`src/rtl/spi_rx_word_assembler_if.sv`:
```
// Serial-in / parallel-word-out bundle for the SPI receive word assembler.
// The master drives the serial bit stream, and the slave returns the assembled words and frame status.
interface spi_rx_word_assembler_if;
   logic        RX_DATA;
   logic        RX_LOAD;
   logic        RX_STOP;
   logic [15:0] P_DATA;
   logic        P_ENA;
   logic [2:0]  P_ADDR;
   logic        FRAME_DONE;
   logic        FRAME_ERR;
   logic [7:0]  WORD_CNT;

   modport master (
      output RX_DATA, RX_LOAD, RX_STOP,
      input  P_DATA, P_ENA, P_ADDR, FRAME_DONE, FRAME_ERR, WORD_CNT
   );

   modport slave (
      input  RX_DATA, RX_LOAD, RX_STOP,
      output P_DATA, P_ENA, P_ADDR, FRAME_DONE, FRAME_ERR, WORD_CNT
   );
endinterface

```
`src/rtl/spi_rx_word_assembler.sv`:
```
// Assembles a gated serial bit stream into 16-bit words and presents each word with a one-cycle strobe.
// Frames end on RX_STOP; overlong frames are dropped. There is no output backpressure.
module spi_rx_word_assembler #(
   parameter bit         MSB_FIRST = 1'b1,
   parameter logic [7:0] MAX_WORDS = 8'd255
) (
   input logic                   RX_CLK,
   input logic                   RST,
   spi_rx_word_assembler_if.slave bus
);

   typedef enum logic [1:0] {IDLE, RECV, DROP} state_t;

   state_t      state, state_nxt;
   logic [15:0] shift_q, shift_nxt, shifted;
   logic [3:0]  bit_cnt, bit_cnt_nxt;
   logic [7:0]  words, words_nxt;
   logic [2:0]  idx, idx_nxt;
   logic [15:0] p_data_nxt;
   logic [2:0]  p_addr_nxt;
   logic        p_ena_nxt;
   logic        done_nxt;
   logic        err_nxt;
   logic [7:0]  word_cnt_nxt;

   assign shifted = MSB_FIRST ? {shift_q[14:0], bus.RX_DATA} : {bus.RX_DATA, shift_q[15:1]};

   always_comb begin
      state_nxt    = state;
      shift_nxt    = shift_q;
      bit_cnt_nxt  = bit_cnt;
      words_nxt    = words;
      idx_nxt      = idx;
      p_data_nxt   = bus.P_DATA;
      p_addr_nxt   = bus.P_ADDR;
      p_ena_nxt    = 1'b0;
      done_nxt     = 1'b0;
      err_nxt      = 1'b0;
      word_cnt_nxt = bus.WORD_CNT;
      case (state)
         IDLE: begin
            // A stop in IDLE wins over a simultaneous bit: an empty frame has no effect.
            if (bus.RX_LOAD && !bus.RX_STOP) begin
               shift_nxt   = shifted;
               bit_cnt_nxt = 4'd1;
               state_nxt   = RECV;
            end
         end
         RECV: begin
            if (bus.RX_LOAD) begin
               shift_nxt   = shifted;
               bit_cnt_nxt = bit_cnt + 4'd1;
               if (bit_cnt == 4'd15) begin
                  p_data_nxt = shifted;
                  p_addr_nxt = idx;
                  p_ena_nxt  = 1'b1;
                  idx_nxt    = idx + 3'd1;
                  words_nxt  = words + 8'd1;
                  if (words_nxt == MAX_WORDS) state_nxt = DROP;
               end
            end
            // Stop is judged after this edge's bit, so a completing bit ends the frame cleanly.
            if (bus.RX_STOP) begin
               word_cnt_nxt = words_nxt;
               if (bit_cnt_nxt == 4'd0) done_nxt = 1'b1;
               else                     err_nxt  = 1'b1;
               state_nxt   = IDLE;
               shift_nxt   = 16'h0000;
               bit_cnt_nxt = 4'd0;
               words_nxt   = 8'd0;
               idx_nxt     = 3'd0;
            end
         end
         DROP: begin
            if (bus.RX_STOP) begin
               err_nxt      = 1'b1;
               word_cnt_nxt = words;
               state_nxt    = IDLE;
               shift_nxt    = 16'h0000;
               bit_cnt_nxt  = 4'd0;
               words_nxt    = 8'd0;
               idx_nxt      = 3'd0;
            end
         end
         default: state_nxt = IDLE;
      endcase
   end

   always_ff @(posedge RX_CLK or negedge RST) begin
      if (!RST) begin
         state   <= IDLE;
         shift_q <= 16'h0000;
         bit_cnt <= 4'd0;
         words   <= 8'd0;
         idx     <= 3'd0;
      end else begin
         state   <= state_nxt;
         shift_q <= shift_nxt;
         bit_cnt <= bit_cnt_nxt;
         words   <= words_nxt;
         idx     <= idx_nxt;
      end
   end

   always_ff @(posedge RX_CLK or negedge RST) begin
      if (!RST) begin
         bus.P_DATA     <= 16'h0000;
         bus.P_ENA      <= 1'b0;
         bus.P_ADDR     <= 3'd0;
         bus.FRAME_DONE <= 1'b0;
         bus.FRAME_ERR  <= 1'b0;
         bus.WORD_CNT   <= 8'd0;
      end else begin
         bus.P_DATA     <= p_data_nxt;
         bus.P_ENA      <= p_ena_nxt;
         bus.P_ADDR     <= p_addr_nxt;
         bus.FRAME_DONE <= done_nxt;
         bus.FRAME_ERR  <= err_nxt;
         bus.WORD_CNT   <= word_cnt_nxt;
      end
   end

endmodule
```
`src/flat_wrapper.sv`:
```
// flat-port wrapper written by rule: the top's interface ports become plain ports
module spi_rx_word_assembler_flat 
#(
   parameter bit         MSB_FIRST = 1'b1,
   parameter logic [7:0] MAX_WORDS = 8'd255
)
  (RX_CLK, RST, bus_RX_DATA, bus_RX_LOAD, bus_RX_STOP, bus_P_DATA, bus_P_ENA, bus_P_ADDR, bus_FRAME_DONE, bus_FRAME_ERR, bus_WORD_CNT);
  spi_rx_word_assembler_if bus_i ();
  input logic RX_CLK;
  input logic RST;
  input wire logic [$bits(bus_i.RX_DATA)-1:0] bus_RX_DATA;
  input wire logic [$bits(bus_i.RX_LOAD)-1:0] bus_RX_LOAD;
  input wire logic [$bits(bus_i.RX_STOP)-1:0] bus_RX_STOP;
  output wire logic [$bits(bus_i.P_DATA)-1:0] bus_P_DATA;
  output wire logic [$bits(bus_i.P_ENA)-1:0] bus_P_ENA;
  output wire logic [$bits(bus_i.P_ADDR)-1:0] bus_P_ADDR;
  output wire logic [$bits(bus_i.FRAME_DONE)-1:0] bus_FRAME_DONE;
  output wire logic [$bits(bus_i.FRAME_ERR)-1:0] bus_FRAME_ERR;
  output wire logic [$bits(bus_i.WORD_CNT)-1:0] bus_WORD_CNT;
  assign bus_i.RX_DATA = bus_RX_DATA;
  assign bus_i.RX_LOAD = bus_RX_LOAD;
  assign bus_i.RX_STOP = bus_RX_STOP;
  assign bus_P_DATA = bus_i.P_DATA;
  assign bus_P_ENA = bus_i.P_ENA;
  assign bus_P_ADDR = bus_i.P_ADDR;
  assign bus_FRAME_DONE = bus_i.FRAME_DONE;
  assign bus_FRAME_ERR = bus_i.FRAME_ERR;
  assign bus_WORD_CNT = bus_i.WORD_CNT;
  spi_rx_word_assembler #(.MSB_FIRST(MSB_FIRST), .MAX_WORDS(MAX_WORDS)) u_core (.RX_CLK(RX_CLK), .RST(RST), .bus(bus_i));
endmodule
```
`config.mk`:
```
export PLATFORM = sky130hd
export DESIGN_NAME = spi_rx_word_assembler_flat
export DESIGN_NICKNAME = d
export VERILOG_FILES = /design/src/rtl/spi_rx_word_assembler_if.sv /design/src/rtl/spi_rx_word_assembler.sv /design/src/flat_wrapper.sv
export SDC_FILE = /design/constraint.sdc
export NUM_CORES = 1
export LEC_CHECK = 0
export ABC_AREA = 1
export ABC_CLOCK_PERIOD_IN_PS = 4800
export CORE_UTILIZATION = 35
export CTS_CLUSTER_SIZE = 30
export DETAILED_ROUTE_END_ITERATION = 10
export SETUP_SLACK_MARGIN = 0.15
export SLEW_MARGIN = 20
export SYNTH_ARGS = -nofsm -noshare
export SYNTH_HDL_FRONTEND = slang
export SYNTH_SLANG_ARGS = --single-unit
export TNS_END_PERCENT = 20
```
`constraint.sdc`:
```
create_clock -name RX_CLK -period 4.8 [get_ports RX_CLK]
set_input_delay 0.72 -clock RX_CLK [delete_from_list [all_inputs] [get_ports RX_CLK]]
set_output_delay 0.72 -clock RX_CLK [all_outputs]
set_load 0.05 [all_outputs]
```
# Yosys cells after proc, flatten, opt, wreduce, memory -nomap -nowiden
# Index checks and enable logic that the tools add are counted.
op_classes:
  n_eq_ne: 10
  reduce_logical: 13
  add_sub_neg: 3
  n_mux: 41
op_table:
  columns: ["op", "n"]
  rows:
  - ["$mux 15", 4]
  - ["$mux 8", 6]
  - ["$pmux 15 s3", 1]
  - ["$pmux 8 s2", 2]
  - ["$mux 4", 5]
  - ["$mux 2", 6]
  - ["$mux 3", 4]
  - ["$pmux 4 s3", 1]
  - ["$mux 1", 9]
  - ["$reduce_and 3->1", 3]
  - ["$add 8x1->8 const B", 1]
  - ["$eq 8x8->1 const B", 1]
  - ["$reduce_and 4->1", 2]
  - ["$ne 3x2->1 const B", 2]
  - ["$pmux 2 s3", 1]
  - ["$pmux 3 s2", 1]
  - ["$reduce_and 5->1", 1]
  - ["$add 4x1->4 const B", 1]
  - ["$eq 4x4->1 const B", 1]
  - ["$logic_not 4->1", 1]
  - ["$ne 2x2->1 const B", 2]
  - ["$add 3x1->3 const B", 1]
  - ["$ne 3x3->1 const B", 1]
  - ["$reduce_bool 3->1", 1]
  - ["other kinds (9)", 9]
totals:
  ff_bits: 62
  in_bits: 5

# Longest topological paths before layout
# Gate-level depths: netlist of the first run.
logic_depth:
  ltp_word: 7
  depth_mapped: 11
  ltp_nobuf: 11

# Worst setup path after synthesis of the first run
# No wires, ideal clock.
synth_timing:
  kind: "input-to-reg"
  from: "in bus_RX_LOAD"
  to: "reg u_core.state[0]"
  t_arrival_ps: 1528
  setup_time_ps: 117
  path_stages: 8
  path_buffers: 1
  setup_slack_ps: 3155
  t_required_ps: 4683
  cell_sequence: "nand2_1 > nor3_2 > inv_2 > buf_2 > a21oi_1 > nand2_1 > nand2_1 > nand2_1"
synth_between:
  elab_chain_len: 3
synth_rtl:
  columns: ["item", "line_no", "text"]
  rows:
  - ["from (decl)", "flat_wrapper.sv:12", "input wire logic [$bits(bus_i.RX_LOAD)-1:0] bus_RX_LOAD;"]
  - ["$logic_and 1x1->1", "spi_rx_word_assembler.sv:43", "if (bus.RX_LOAD && !bus.RX_STOP) begin"]
  - ["$ne 2x1->1 (no line)", null, null]
  - ["$reduce_and 5->1 (no line) *", null, null]
  - ["to (signal assigned)", "spi_rx_word_assembler.sv:97", "state <= state_nxt;"]
  - ["to (decl)", "spi_rx_word_assembler.sv:14", "state_t state, state_nxt;"]
# Every way passes the cells marked *; elsewhere a longest branch is shown, timed or not.
# A chain may end at the register's enable or synchronous reset.

# Worst setup path in the final report of the first run
layout_timing:
  from: "in bus_RX_LOAD"
  to: "reg u_core.bus.P_DATA[13]"
layout_between:
  elab_chain_len: 1
layout_rtl:
  columns: ["item", "line_no", "text"]
  rows:
  - ["$reduce_and 3->1 (no line)", null, null]
  - ["to (signal assigned)", "spi_rx_word_assembler.sv:114", "bus.P_DATA <= p_data_nxt;"]
  - ["to (decl)", "spi_rx_word_assembler_if.sv:21", "output P_DATA, P_ENA, P_ADDR, FRAME_DONE, FRAME_ERR, WORD_CNT"]
# No other way between the ends.

==> results, run 1 <==
- The via count of the first global-routing pass is 2,076.
- The total negative slack for setup checks is 0 ns.
- The final critical-path setup slack is 2.35 ns.
- The first TritonRoute pass finished after 4 iterations.
- The post-route clock period utilization is 51.1%.
- The critical path data arrival time is 2.65 ns.
- For this design the ratio of total power to cell area is 504 nW/um2.
- Summed over all layers, the routed wires come to ~5700 um.
- Dividing the detail-routed wire length by the instance count gives 12.3 um.
- In this run the worst setup path terminates at u_core.bus.P_DATA[13].
- The number of enable-type register cells in the synthesized netlist is 0.
- Max-cap violations in this run came to 0.
- The share of synthesized area spent on multiplexers is 0%.
- The number of resized instances in the post-cts repair step is 0.
- The highest clock rate is a little over 0.4 GHz.
- Synthesis produced ~330 cells.
- The leftover overflow at the end of global routing is 0.
- The leading area contributor after synthesis is dfrtp_1.
- The count of clock tree sinks is 62.
- The remaining number of nets flagged by the antenna check after routing is 0.
- Sorting the synthesized cells by how often they occur yields dfrtp_1, nand2_1, inv_1, o21ai_1, nand3_1.
- The CTS tree is yes.
- The share of final-layout standard cells stronger than drive strength 1 is 8.56%.
- In this run the count of I/O pins placed on the die edge is 35.
- Along the worst path, the maximum fanout reaches 37.
- The number of placed instances, taps included, is between 400 and 500.
- The setup fix buffers added after clock tree synthesis is 0.
- Buffers inserted during clock tree synthesis total 9.
- The hold violation count in the final report is 0.
- From left edge to right edge, the die measures slightly above 90 um.
- Once layout is complete, the cells apart from fillers number 464.
- The buffer depth of the longest clock path is 2.
- The adder-cell share of the synthesized area is under 10%.
- Entering global routing, the biggest net connects 63 pins.
- The count of yosys warnings during synthesis is 0.
- Synthesis inferred 62 register bits.
- The launch point of the worst reg-to-reg path is u_core.state[0].
- The simple-gate share of the synthesized area is 18.6%.
- The most common cell in the synthesized netlist is dfrtp_1.
- Across the routed clock network, the largest skew measured is 0.00811 ns.
- The endpoint required time on the critical path is 4.99 ns.
- For this configuration, the core starts out at a cell density of 36.7%.
- The root buffer cell is clkbuf_8.
- In this run the tool buffered the top-level ports with 34 buffer cells.
- The analysis attributes to cell leakage a power of 0.00147 uW.
- The post-synth net total is 338.
- The number of max-slew violations in the final report came to 0.
- After floorplanning, the core was divided into 32 placement rows.
- The main combinational cell family by area after synthesis is simple AND/OR/NAND/NOR gates.
- For this run, the leading register cell type out of synthesis is dfrtp_1.
- The number of diodes is 0.
- Summing the areas of all compound-gate instances in the mapped netlist gives between 10% and 20% of the synthesized area.
- The global-route wire length before repair is 9900 um.
- Counting flops with an async set or reset pin after synthesis yields a share of 100%.
- For this block, the initial DRC count from the detailed router was 153.
- For this run, the post-layout net count is 370.
- Summing the areas of all xor and xnor instances in the mapped netlist gives less than 1% of the synthesized area.
- The region available for standard cell placement spans 7850 um2.
- Overall power consumption after layout is estimated at 1740 uW.
- In this run the worst setup path begins at bus_RX_LOAD.
- The count of cells along the worst register-to-register path is 7.
- The count of distinct cell types in the synthesized netlist is 28.
- Once detailed placement completed, the half-perimeter wirelength came to 3950 um.
- The slack of the worst reg-to-reg path is 2.38 ns.
- The H-tree generated during clock tree synthesis spans 3 levels.
- Summed over its instances, the top area cell type makes up roughly 54% of the synthesized netlist area.
- Global routing consumed, over all layers together, between 10% and 20% of the routing resources.
- The worst slew margin relative to its limit is between 40% and 50%.
- The average instance in the mapped netlist occupies 8.86 um2.
- VDD sags by at most 0.253 mV.
- The setup violation total in the final timing report is 0.
- The critical path startpoint category is an input port.
- The class of the worst hold path is flop to flop.
- The post-synthesis cell area is 2880 um2.
- For this run, design rule violations remaining after detail routing come to 0.
- The area of the die is 8590 um2.
- The worst setup path is of the input port to flop kind.
- The sort of element at the end of the critical path is a flop.
- The minimum clock period is 2.45 ns.
- Sorting the synthesized cells by area gives the leading types as dfrtp_1, nand2_1, o21ai_1.
- The via density per instance is 4.81.
- At the pin with the least slew margin, the transition time is 0.752 ns.
- The later pin in the worst-skew pair is clocked with a latency of 0.33 ns.
- The growth of design area from synthesis to finish is 20.1%.
- Buffers inserted to repair hold after CTS numbered 0.
- The flow ran to the end, and the final reports show no timing, DRC or antenna violations.
- The worst slack at placement is around 2 ns.
- The worst reg2reg path endpoint is u_core.bus.FRAME_ERR.
- The number of antenna violations at the first check in global routing is 0.
- After clock tree synthesis, the clock-pin slew on the worst setup and hold paths is 0.07 ns.
- The y dimension of the die is 92.7 um.
- The final route contains roughly 2,200 vias.
- Setup repair after global routing left no endpoint under its margin.
- The placer congestion estimate is roughly 0.87.
- Sequential elements use ~54% of the synthesized area.
## state kept, by name (all words and copies together), names as in the netlist
signal / count
u_core.bus.FRAME_ERR: 1
u_core.bit_cnt: 4
u_core.words: 8
u_core.bus.P_ADDR: 3
u_core.idx: 3
u_core.bus.WORD_CNT: 8
u_core.bus.P_ENA: 1
u_core.bus.FRAME_DONE: 1
u_core.state: 2
u_core.bus.P_DATA: 16
u_core.shift_q: 15
## power by group
| group | internal, uW | switching, uW |
|---|---|---|
| Combinational | 182 | 461 |
| Sequential | 605 | 46.9 |
| Clock | 239 | 207 |
| Total | 1030 | 715 |
## layer usage
layer | up-vias | GRT usage, % | wire length, um
met4 | 0 | 5.77 | 70
met3 | 5 | 3.94 | 183
li1 | 1143 | - | -
met2 | 49 | 22.7 | 2560
met5 | - | 0 | 0
met1 | 1035 | 20.3 | 2900
## worst max-delay path, cell delays in order
cell and delay (ns):
clkdlybuf4s50_1 0.52, nand2_1 0.11, nor3_2 0.48, inv_2 0.24
nor2_4 0.16, inv_2 0.22, nand2_1 0.11, o21ai_0 0.08
## cell families (layout without fill, tap and decap cells)
logic type,count (synthesis),count (layout)
XOR/XNOR,2,2
flip-flops,62,62
adder cells (fa/ha/maj),8,8
AND/OR/NAND/NOR,118,118
AO/OA/AOI/OAI,81,81
buffers and inverters,54,91
## cell usage in the layout, fill, tap and decap left out
cell and count:
clkinv_2 3, o21a_2 1, nor3_1 2, a21oi_1 8, clkbuf_1 1, nand2_1 56, dfrtp_1 62, nor2_2 3
ha_1 8, clkbuf_8 9, o211ai_1 1, xor2_1 2, nor3_2 1, nor3b_2 1, inv_2 4, inv_1 36
buf_2 1, o21ai_2 1, clkinvlp_4 1, a31oi_1 8, nand2_2 1, o21bai_1 2, nor2_4 2, o22ai_1 9
nand3_1 27, o21ai_1 30, nor2_1 18, nand4_1 5, and2_1 2, o21ai_0 21, clkdlybuf4s50_1 33, buf_4 1
bufinv_16 1, inv_6 1
## worst min-delay path by stage
| stage | start | endpoint | slack [ns] | cells after the start |
|---|---|---|---|---|
| after floorplan | RST | u_core.bit_cnt[0] | 0.42 | 0 |
| after global placement | u_core.bus.P_DATA[11] | u_core.bus.P_DATA[11] | 0.47 | 2 |
| after detailed placement | u_core.bus.P_DATA[12] | u_core.bus.P_DATA[12] | 0.48 | 2 |
| after CTS | u_core.bus.P_DATA[14] | u_core.bus.P_DATA[14] | 0.50 | 2 |
| after global routing | u_core.bus.P_DATA[12] | u_core.bus.P_DATA[12] | 0.52 | 2 |
| final | u_core.bus.P_DATA[14] | u_core.bus.P_DATA[14] | 0.49 | 2 |
## area by class of cell
cell class / count / area, um2
Clock buffer: 10 / 128
Clock inverter: 6 / 61.3
Fill cell: 811 / 4390
Inverter: 40 / 150
Multi-Input combinational cell: 209 / 1100
Sequential cell: 62 / 1550
Tap cell: 102 / 128
Timing Repair Buffer: 35 / 343
## metrics by stage
stage	hold slack, ns	utilization (%)	area [um2]
after detailed placement	0.477	41.6	3270
after floorplan	0.424	-	2880
after CTS	0.499	44.1	3460
final	0.493	44.1	3460
after global routing	0.523	44.1	3460
after global placement	0.471	41.6	3270
Power figures use the tool's default switching activity.
==> run 2: changes to the inputs <==
--- a/config.mk
+++ b/config.mk
@@ -6,7 +6,7 @@
 export NUM_CORES = 1
 export LEC_CHECK = 0
 export ABC_AREA = 1
-export ABC_CLOCK_PERIOD_IN_PS = 4800
+export ABC_CLOCK_PERIOD_IN_PS = 2000
 export CORE_UTILIZATION = 35
 export CTS_CLUSTER_SIZE = 30
 export DETAILED_ROUTE_END_ITERATION = 10
==> constraint.sdc (replaced) <==
create_clock -name RX_CLK -period 2 [get_ports RX_CLK]
set_input_delay 0.3 -clock RX_CLK [delete_from_list [all_inputs] [get_ports RX_CLK]]
set_output_delay 0.3 -clock RX_CLK [all_outputs]
set_load 0.05 [all_outputs]
==> run 2 against run 1 <==
Net effect: via count up 1.6%; core utilization grew 2.3 points; largest cell class unchanged; non-clock buffer count is 12 higher; sequential power rose by 140%; critical path depth down 7; routed wire length grew 1.3%; clock power rose to 3.0 times the previous value.
==> results, run 2 (synthesized netlist as in run 1, its figures left out) <==
- The count of unresolved DRC violations after routing is 0.
- Routability-driven placement finished with a final weighted congestion of about 0.84.
- The number of antenna diodes in the final layout is 0.
- The CTS tree is yes.
- The first detailed-routing pass took 4 iterations.
- The port buffer count is 34.
- The buffer depth of the longest clock path is 2.
- The number of max-slew violations in the final report came to 0.
- The placed instances occupy a cell area of 3380 um2.
- Relative to the synthesized area, the layout overhead comes to 26.3%.
- The post-route netlist has 11.5% of its cells at a drive strength greater than 1.
- The setup fix buffers added after clock tree synthesis is 0.
- The most common cell after layout, fill and taps aside is dfrtp_1.
- The first global-routing pass estimated roughly 10,000 um of wire.
- The core area is between 7000 and 8000 um2.
- Wires add up to 5790 um.
- Headroom to the max-slew limit came out at 63.3%.
- The root buffer cell is clkbuf_8.
- Max-cap violations in this run came to 0.
- The top cell types in the final layout, fill and taps aside, are dfrtp_1, nand2_1, inv_1.
- The largest delay contributor family on the critical path is buffers and inverters.
- The power density normalized to cell area is roughly 1300 nW/um2.
- The final standard cell count with taps included and fillers excluded is about 480.
- The critical path data arrival time is 1.50 ns.
- The clock slew seen by the registers of the worst setup and hold paths is 0.07 ns.
- The critical path startpoint category is a flop.
- The endpoint required time on the critical path is 1.70 ns.
- The half-perimeter wire length after placement is 4070 um.
- The sort of element at the end of the critical path is an output pin.
- In the final layout, the registers with the most flip-flops are u_core.bus.P_DATA x16, u_core.shift_q x15.
- Global routing finished with a remaining overflow of 0.
- The sequential cell fraction of total power is ~34%.
- The slew at the pin closest to its max-slew limit is approximately 0.55 ns.
- Dividing the detail-routed wire length by the instance count gives 12.2 um.
- For the final database, setup skew stands at 0.00917 ns.
- The maximum fanout count along the critical path is 2.
- Traced cell by cell, the critical path runs through clkdlybuf4s50_1.
- The number of CTS-inserted buffers is 9.
- The number of cells on the worst reg-to-reg path is 10.
- In this run the count of I/O pins placed on the die edge is 35.
- The flip-flop count of the largest register, all copies and words added is 16.
- The worst vdd rail ir drop is 0.483 mV.
- Counting the fill cells in the layout gives approximately 800.
- The post-route clock period utilization is 90.1%.
- The area used by multi-input combinational logic is 1100 um2.
- Setup repair after global routing could not meet its margin everywhere.
- The number of antenna violations at the first check in global routing is 0.
- The class of the worst hold path is flop to flop.
- Summed over all nets, the switching power comes to 1780 uW.
- At the placement stage, the worst setup path has a slack of 0.0297 ns.
- The final non-filler cell area is between 3000 and 4000 um2.
- Detailed routing inserted a total of 2,268 vias.
- The detail route stage leaves a number of antenna-violating nets equal to 0.
- The worst path in the final design needs a cycle of 1.80 ns, including I/O delays and setup.
- The slowest cell on the critical path is clkdlybuf4s50_1.
- The via count of the first global-routing pass came to 2,179.
- The combined buffer and inverter count along the critical path is 1.
- The area of the die is 8590 um2.
- In the global route stage, overall resource usage came out at 15.3%.
- The highest clock rate is 0.555 GHz.
- The hold violation count in the final report is 0.
- The sequential cells in the finished layout cover a total of 1550 um2.
- u_core.bus.P_DATA holds more flip-flops than any other register.
- The clock share of power is 29.1%.
- The maximum number of pins on one net before global-route repair is 38.
- The total leakage power is between 0.0015 and 0.002 uW.
- Setup violations remaining at the end of the flow were counted as 0.
- For this configuration, the core starts out at a cell density of 36.7%.
- The total negative slack for setup checks is 0 ns.
- The via density per instance is 4.76.
- The count of clock tree sinks is 62.
- The horizontal die dimension is 92.7 um.
- Of the total power, the share spent switching nets is 38.2%.
- The clock latency at the later pin of the worst-skew pair is 0.34 ns.
- In this design, the stage delay of the slowest critical-path cell is 0.80 ns.
- The y dimension of the die is 92.7 um.
- The count of routing violations after the opening detailed-route iteration is 88.
- The number of cells after detailed placement is between 400 and 500.
- Row generation in the floorplan step produced 32 rows.
- The final critical-path setup slack is just under 0.2 ns.
- The net count of the finished layout is 382.
- The run finished with clean final reports.
- Cell internal power was estimated by the tool at 2880 uW.
- The number of H-tree levels is 3.
- Along the worst hold path, the cell count comes to 2.
- In this run the number of cells on the critical path is 1.
- The setup path with the least slack is of type flop to output pin.
- The combinational group share of total power is 37.4%.
[run 2: changes by cell type in the layout (fill, tap and decap cells not counted), sizes merged]
cell	before	now
buf	2	13
dlygate4sd2	0	1
dlymetal6s2s	0	1
clkbuf	10	9
inv	41	42
clkinv	3	1
clkdlybuf4s50	33	31
bufinv	1	3
dlygate4sd3	0	1
[run 2: final timing paths]
| kind | from | slack, ns | end |
|---|---|---|---|
| min | u_core.bus.P_DATA[0] | 0.47 | u_core.bus.P_DATA[0] |
| min reg2reg | u_core.bus.P_DATA[0] | 0.47 | u_core.bus.P_DATA[0] |
| max reg2reg | u_core.state[0] | 0.29 | u_core.idx[2] |
| min in group asynchronous | RST | 0.52 | u_core.idx[1] |
| max in group asynchronous | RST | 1.19 | u_core.bus.FRAME_DONE |
| max | u_core.bus.P_ADDR[0] | 0.20 | bus_P_ADDR[0] |
[run 2: layout make-up]
cell class	instances	area share [%]
timing repair buffer	47	12.7
tap	102	3.51
clock buffer	9	3.41
multi-input combinational	209	30.3
sequential	62	42.7
clock inverter	7	3.30
inverter	40	4.13
[run 2: timing repair]
action | CTS | global route
hold buffers | 1 | 0
hold endpoints to repair | 62 | 0
endpoints found under the setup margin | 1 | 9
resized for setup | 1 | 2
[run 2: per-stage QoR]
stage,util [%],power (uW),hold slack [ns]
floorplan,-,2780,0.00441
global placement,43.0,3300,0.359
finish,46.3,4660,0.474
detailed placement,43.0,3320,0.366
CTS,46.2,4710,0.482
global route,46.3,4970,0.513
[run 2: power groups by stage]
stage          clock network (uW)  registers [uW]  logic (uW)
2_1_floorplan                   0            1900         888
3_3_place_gp                    0            1580        1720
3_5_place_dp                    0            1590        1730
4_1_cts                      1410            1560        1740
5_1_grt                      1460            1590        1920
6_report                     1360            1560        1740
[run 2: metal layers]
| metal | track usage, % | up-vias | routed length [um] |
|---|---|---|---|
| met1 | 20.5 | 1041 | 2860 |
| met5 | 0 | - | 0 |
| li1 | - | 1176 | - |
| met3 | 3.61 | 10 | 228 |
| met2 | 23.4 | 41 | 2600 |
| met4 | 6.79 | 0 | 96 |
==> run 3: changes to the inputs <==
--- a/config.mk
+++ b/config.mk
@@ -6,7 +6,7 @@
 export NUM_CORES = 1
 export LEC_CHECK = 0
 export ABC_AREA = 1
-export ABC_CLOCK_PERIOD_IN_PS = 2000
+export ABC_CLOCK_PERIOD_IN_PS = 2100
 export CORE_UTILIZATION = 35
 export CTS_CLUSTER_SIZE = 30
 export DETAILED_ROUTE_END_ITERATION = 10
==> constraint.sdc (replaced) <==
create_clock -name RX_CLK -period 2.1 [get_ports RX_CLK]
set_input_delay 0.315 -clock RX_CLK [delete_from_list [all_inputs] [get_ports RX_CLK]]
set_output_delay 0.315 -clock RX_CLK [all_outputs]
set_load 0.05 [all_outputs]
==> run 3 against run 2 <==
Net effect: sequential share of layout area is 0.51 points higher; core utilization shrank 0.54 points; critical path type unchanged; clock-buffer cell count grew 1; die area did not move; global-route usage is essentially flat; critical path depth did not move; critical endpoint is now bus_P_DATA[10]; non-clock buffer count fell by 4.
==> results, run 3 (synthesized netlist as in run 1, its figures left out) <==
- The flow ran to the end, and the final reports show no timing, DRC or antenna violations.
- Setup violations remaining at the end of the flow were counted as 0.
- The critical path startpoint category is a flop.
- The filler cells instantiated in the layout total 771.
- The number of max-slew violations in the final report is 0.
- The sequential cells in the finished layout cover a total of 1550 um2.
- The placer congestion estimate is 0.787.
- The largest delay contributor family on the critical path is buffers and inverters.
- The count of clock tree sinks is 62.
- The area of the die is 8590 um2.
- The total leakage power is ~0.0015 uW.
- In this run the number of H-tree levels came out at 3.
- After detailed routing, the average wire length per cell comes to 12.4 um.
- Across every metal layer, demand over resource in global routing totals 15.3%.
- The horizontal die dimension is 92.7 um.
- Summing all multi-input logic gate instances after layout gives 1100 um2.
- The critical path data arrival time is 1.52 ns.
- Based on the critical path, the design can be clocked at up to 0.546 GHz.
- The clock slew seen by the registers of the worst setup and hold paths is about 0.070 ns.
- For this run, design rule violations remaining after detail routing come to 0.
- 35 I/O pins were placed.
- Global routing used between 20% and 30% of the available met1 tracks.
- The worst path needs 1.83 ns of the cycle, external delays included.
- The root buffer cell is clkbuf_8.
- The most common cell after layout, fill and taps aside is dfrtp_1.
- Walking the worst path, the cells encountered are clkdlybuf4s50_1.
- The slew at the pin closest to its max-slew limit is 0.547 ns.
- The critical path in this run is classified as flop to output pin.
- The register ranked first by flip-flop count is u_core.bus.P_DATA.
- Dividing total power by cell area gives a power density of 1200 nW/um2.
- After the first detailed-routing iteration, the DRC count stood at around 150.
- For this run, the number of standard cells in the final layout without fillers is 472.
- Among all stages on the critical path, the largest delay is contributed by clkdlybuf4s50_1.
- The register with the most flip-flops in the layout has 16 of them.
- The number of cells after detailed placement is 455.
- The first global-routing pass estimated 10,100 um of wire.
- Input and output buffers added on the ports amount to 34.
- The first detailed-routing pass ran for 4 iterations.
- In the final layout, the share of cells above drive strength 1 is 10.8%.
- The via count of the first global-routing pass is 2,115.
- In the routed layout, each cell is associated on average with a via count of slightly below 5.
- In this run the worst path has a maximum fanout of 2.
- TritonCTS built the clock tree.
- Entering global routing, the biggest net connects 63 pins.
- Setup repair after global routing left no endpoint under its margin.
- The hold violation count in the final report is 0.
- The largest registers in the layout are u_core.bus.P_DATA x16, u_core.shift_q x15.
- The most utilized layer in the global route result is met2.
- The floorplan has 32 rows.
- After legalization and detailed placement, the total HPWL measured 3930 um.
- The number of CTS-inserted buffers is 9.
- Counting both buffers and inverters, the worst setup path holds a total of 1.
- The core area is 7850 um2.
- The remaining number of nets flagged by the antenna check after routing is 0.
- The worst slew margin relative to its limit is 63.5%.
- VDD sags by at most 0.442 mV.
- The final critical path takes up 87.2% of the cycle.
- The clock arrives with 0.00927 ns of skew.
- The number of antenna violations at the first check in global routing was 0.
- The total negative slack for setup checks is 0 ns.
- The met2 usage in global routing is 22.9%.
- The final net count is 378.
- The area growth from synthesis to layout is 24.8%.
- The endpoint required time on the critical path is about 1.8 ns.
- Detailed routing inserted a total of 2,268 vias.
- The wire length after detailed routing is 5870 um.
- For this run the aggregate overflow at the end of global routing stands at 0.
- The buffer depth of the longest clock path is 2.
- For this configuration, the core starts out at a cell density of about 37%.
- The path class of the tightest hold or removal check is flop to flop.
- The largest stage delay on the critical path is roughly 0.81 ns.
- The sort of element at the end of the critical path is an output pin.
- The top cell types in the final layout, fill and taps aside, are dfrtp_1, nand2_1, inv_1.
- The repair_antennas step left the layout with diodes totalling 0.
- In this run the vertical extent of the chip is 92.7 um.
- The met3 track demand over resource is 3.04%.
- The clock latency at the later pin of the worst-skew pair is 0.35 ns.
- The max-cap violation count is 0.
[run 3: changes by cell type in the layout (fill, tap and decap cells not counted), sizes merged]
cell / delta
buf: -4
clkdlybuf4s50: +2
dlygate4sd2: -1
clkbuf: +1
clkinvlp: +1
bufinv: -1
inv: -1
dlymetal6s2s: -1
[run 3: metrics by stage]
step                      total power (uW)  util [%]  hold WS [ns]  setup slack [ns]  instance area [um2]
after floorplan                       2650         -        0.0194             0.485                 2880
after global placement                3080      42.6         0.354             0.126                 3350
after detailed placement              3100      42.6         0.358             0.151                 3350
after CTS                             4320      45.7         0.486             0.246                 3590
after global routing                  4570      45.8         0.515             0.153                 3590
final                                 4300      45.8         0.476             0.269                 3590
[run 3: cell type report]
cell class                 count  area share, %
clock buffer                  10           3.83
sequential                    62           43.2
timing repair buffer          43           12.0
inverter                      40           4.18
tap                          102           3.55
clock inverter                 6           2.58
multi-input combinational    209           30.7
[run 3: worst reg2reg max path: stages, from the launching register on]
cell,delay (ns)
dfrtp_1,0.41
inv_1,0.10
ha_1,0.25
inv_2,0.09
nor2_1,0.24
nor2_4,0.10
o21ai_0,0.10
inv_1,0.09
nand2_1,0.08
nand2_1,0.04
nor3b_2,0.14
[run 3: path summary, 6_finish.rpt]
path	start	endpoint	slack [ns]	depth (start not counted)
setup / recovery	u_core.bus.P_DATA[10]	bus_P_DATA[10]	0.27	1
hold / removal	u_core.bus.P_DATA[0]	u_core.bus.P_DATA[0]	0.48	2
setup reg to reg	u_core.state[0]	u_core.idx[2]	0.36	10
hold reg to reg	u_core.bus.P_DATA[0]	u_core.bus.P_DATA[0]	0.48	2
max in group asynchronous	RST	u_core.state[1]	1.32	3
min in group asynchronous	RST	u_core.bus.P_DATA[11]	0.50	3
[run 3: power breakdown]
| part | switching (uW) | internal (uW) |
|---|---|---|
| registers | 103 | 1380 |
| logic | 1090 | 518 |
| clock network | 503 | 706 |
| total | 1690 | 2610 |
[run 3: what timing repair did]
| item | in CTS | in global routing |
|---|---|---|
| setup endpoints to repair | 0 | 1 |
| setup buffers | 0 | 0 |
| endpoints found under the hold margin | 62 | 0 |
| gates resized for setup | 0 | 2 |
| hold buffers | 1 | 0 |
[run 3: routing by layer]
metal	vias to the layer above	part of all wire (%)
li1	1170	-
met4	0	1.5
met5	-	0
met1	1052	49
met3	8	3.4
met2	38	46
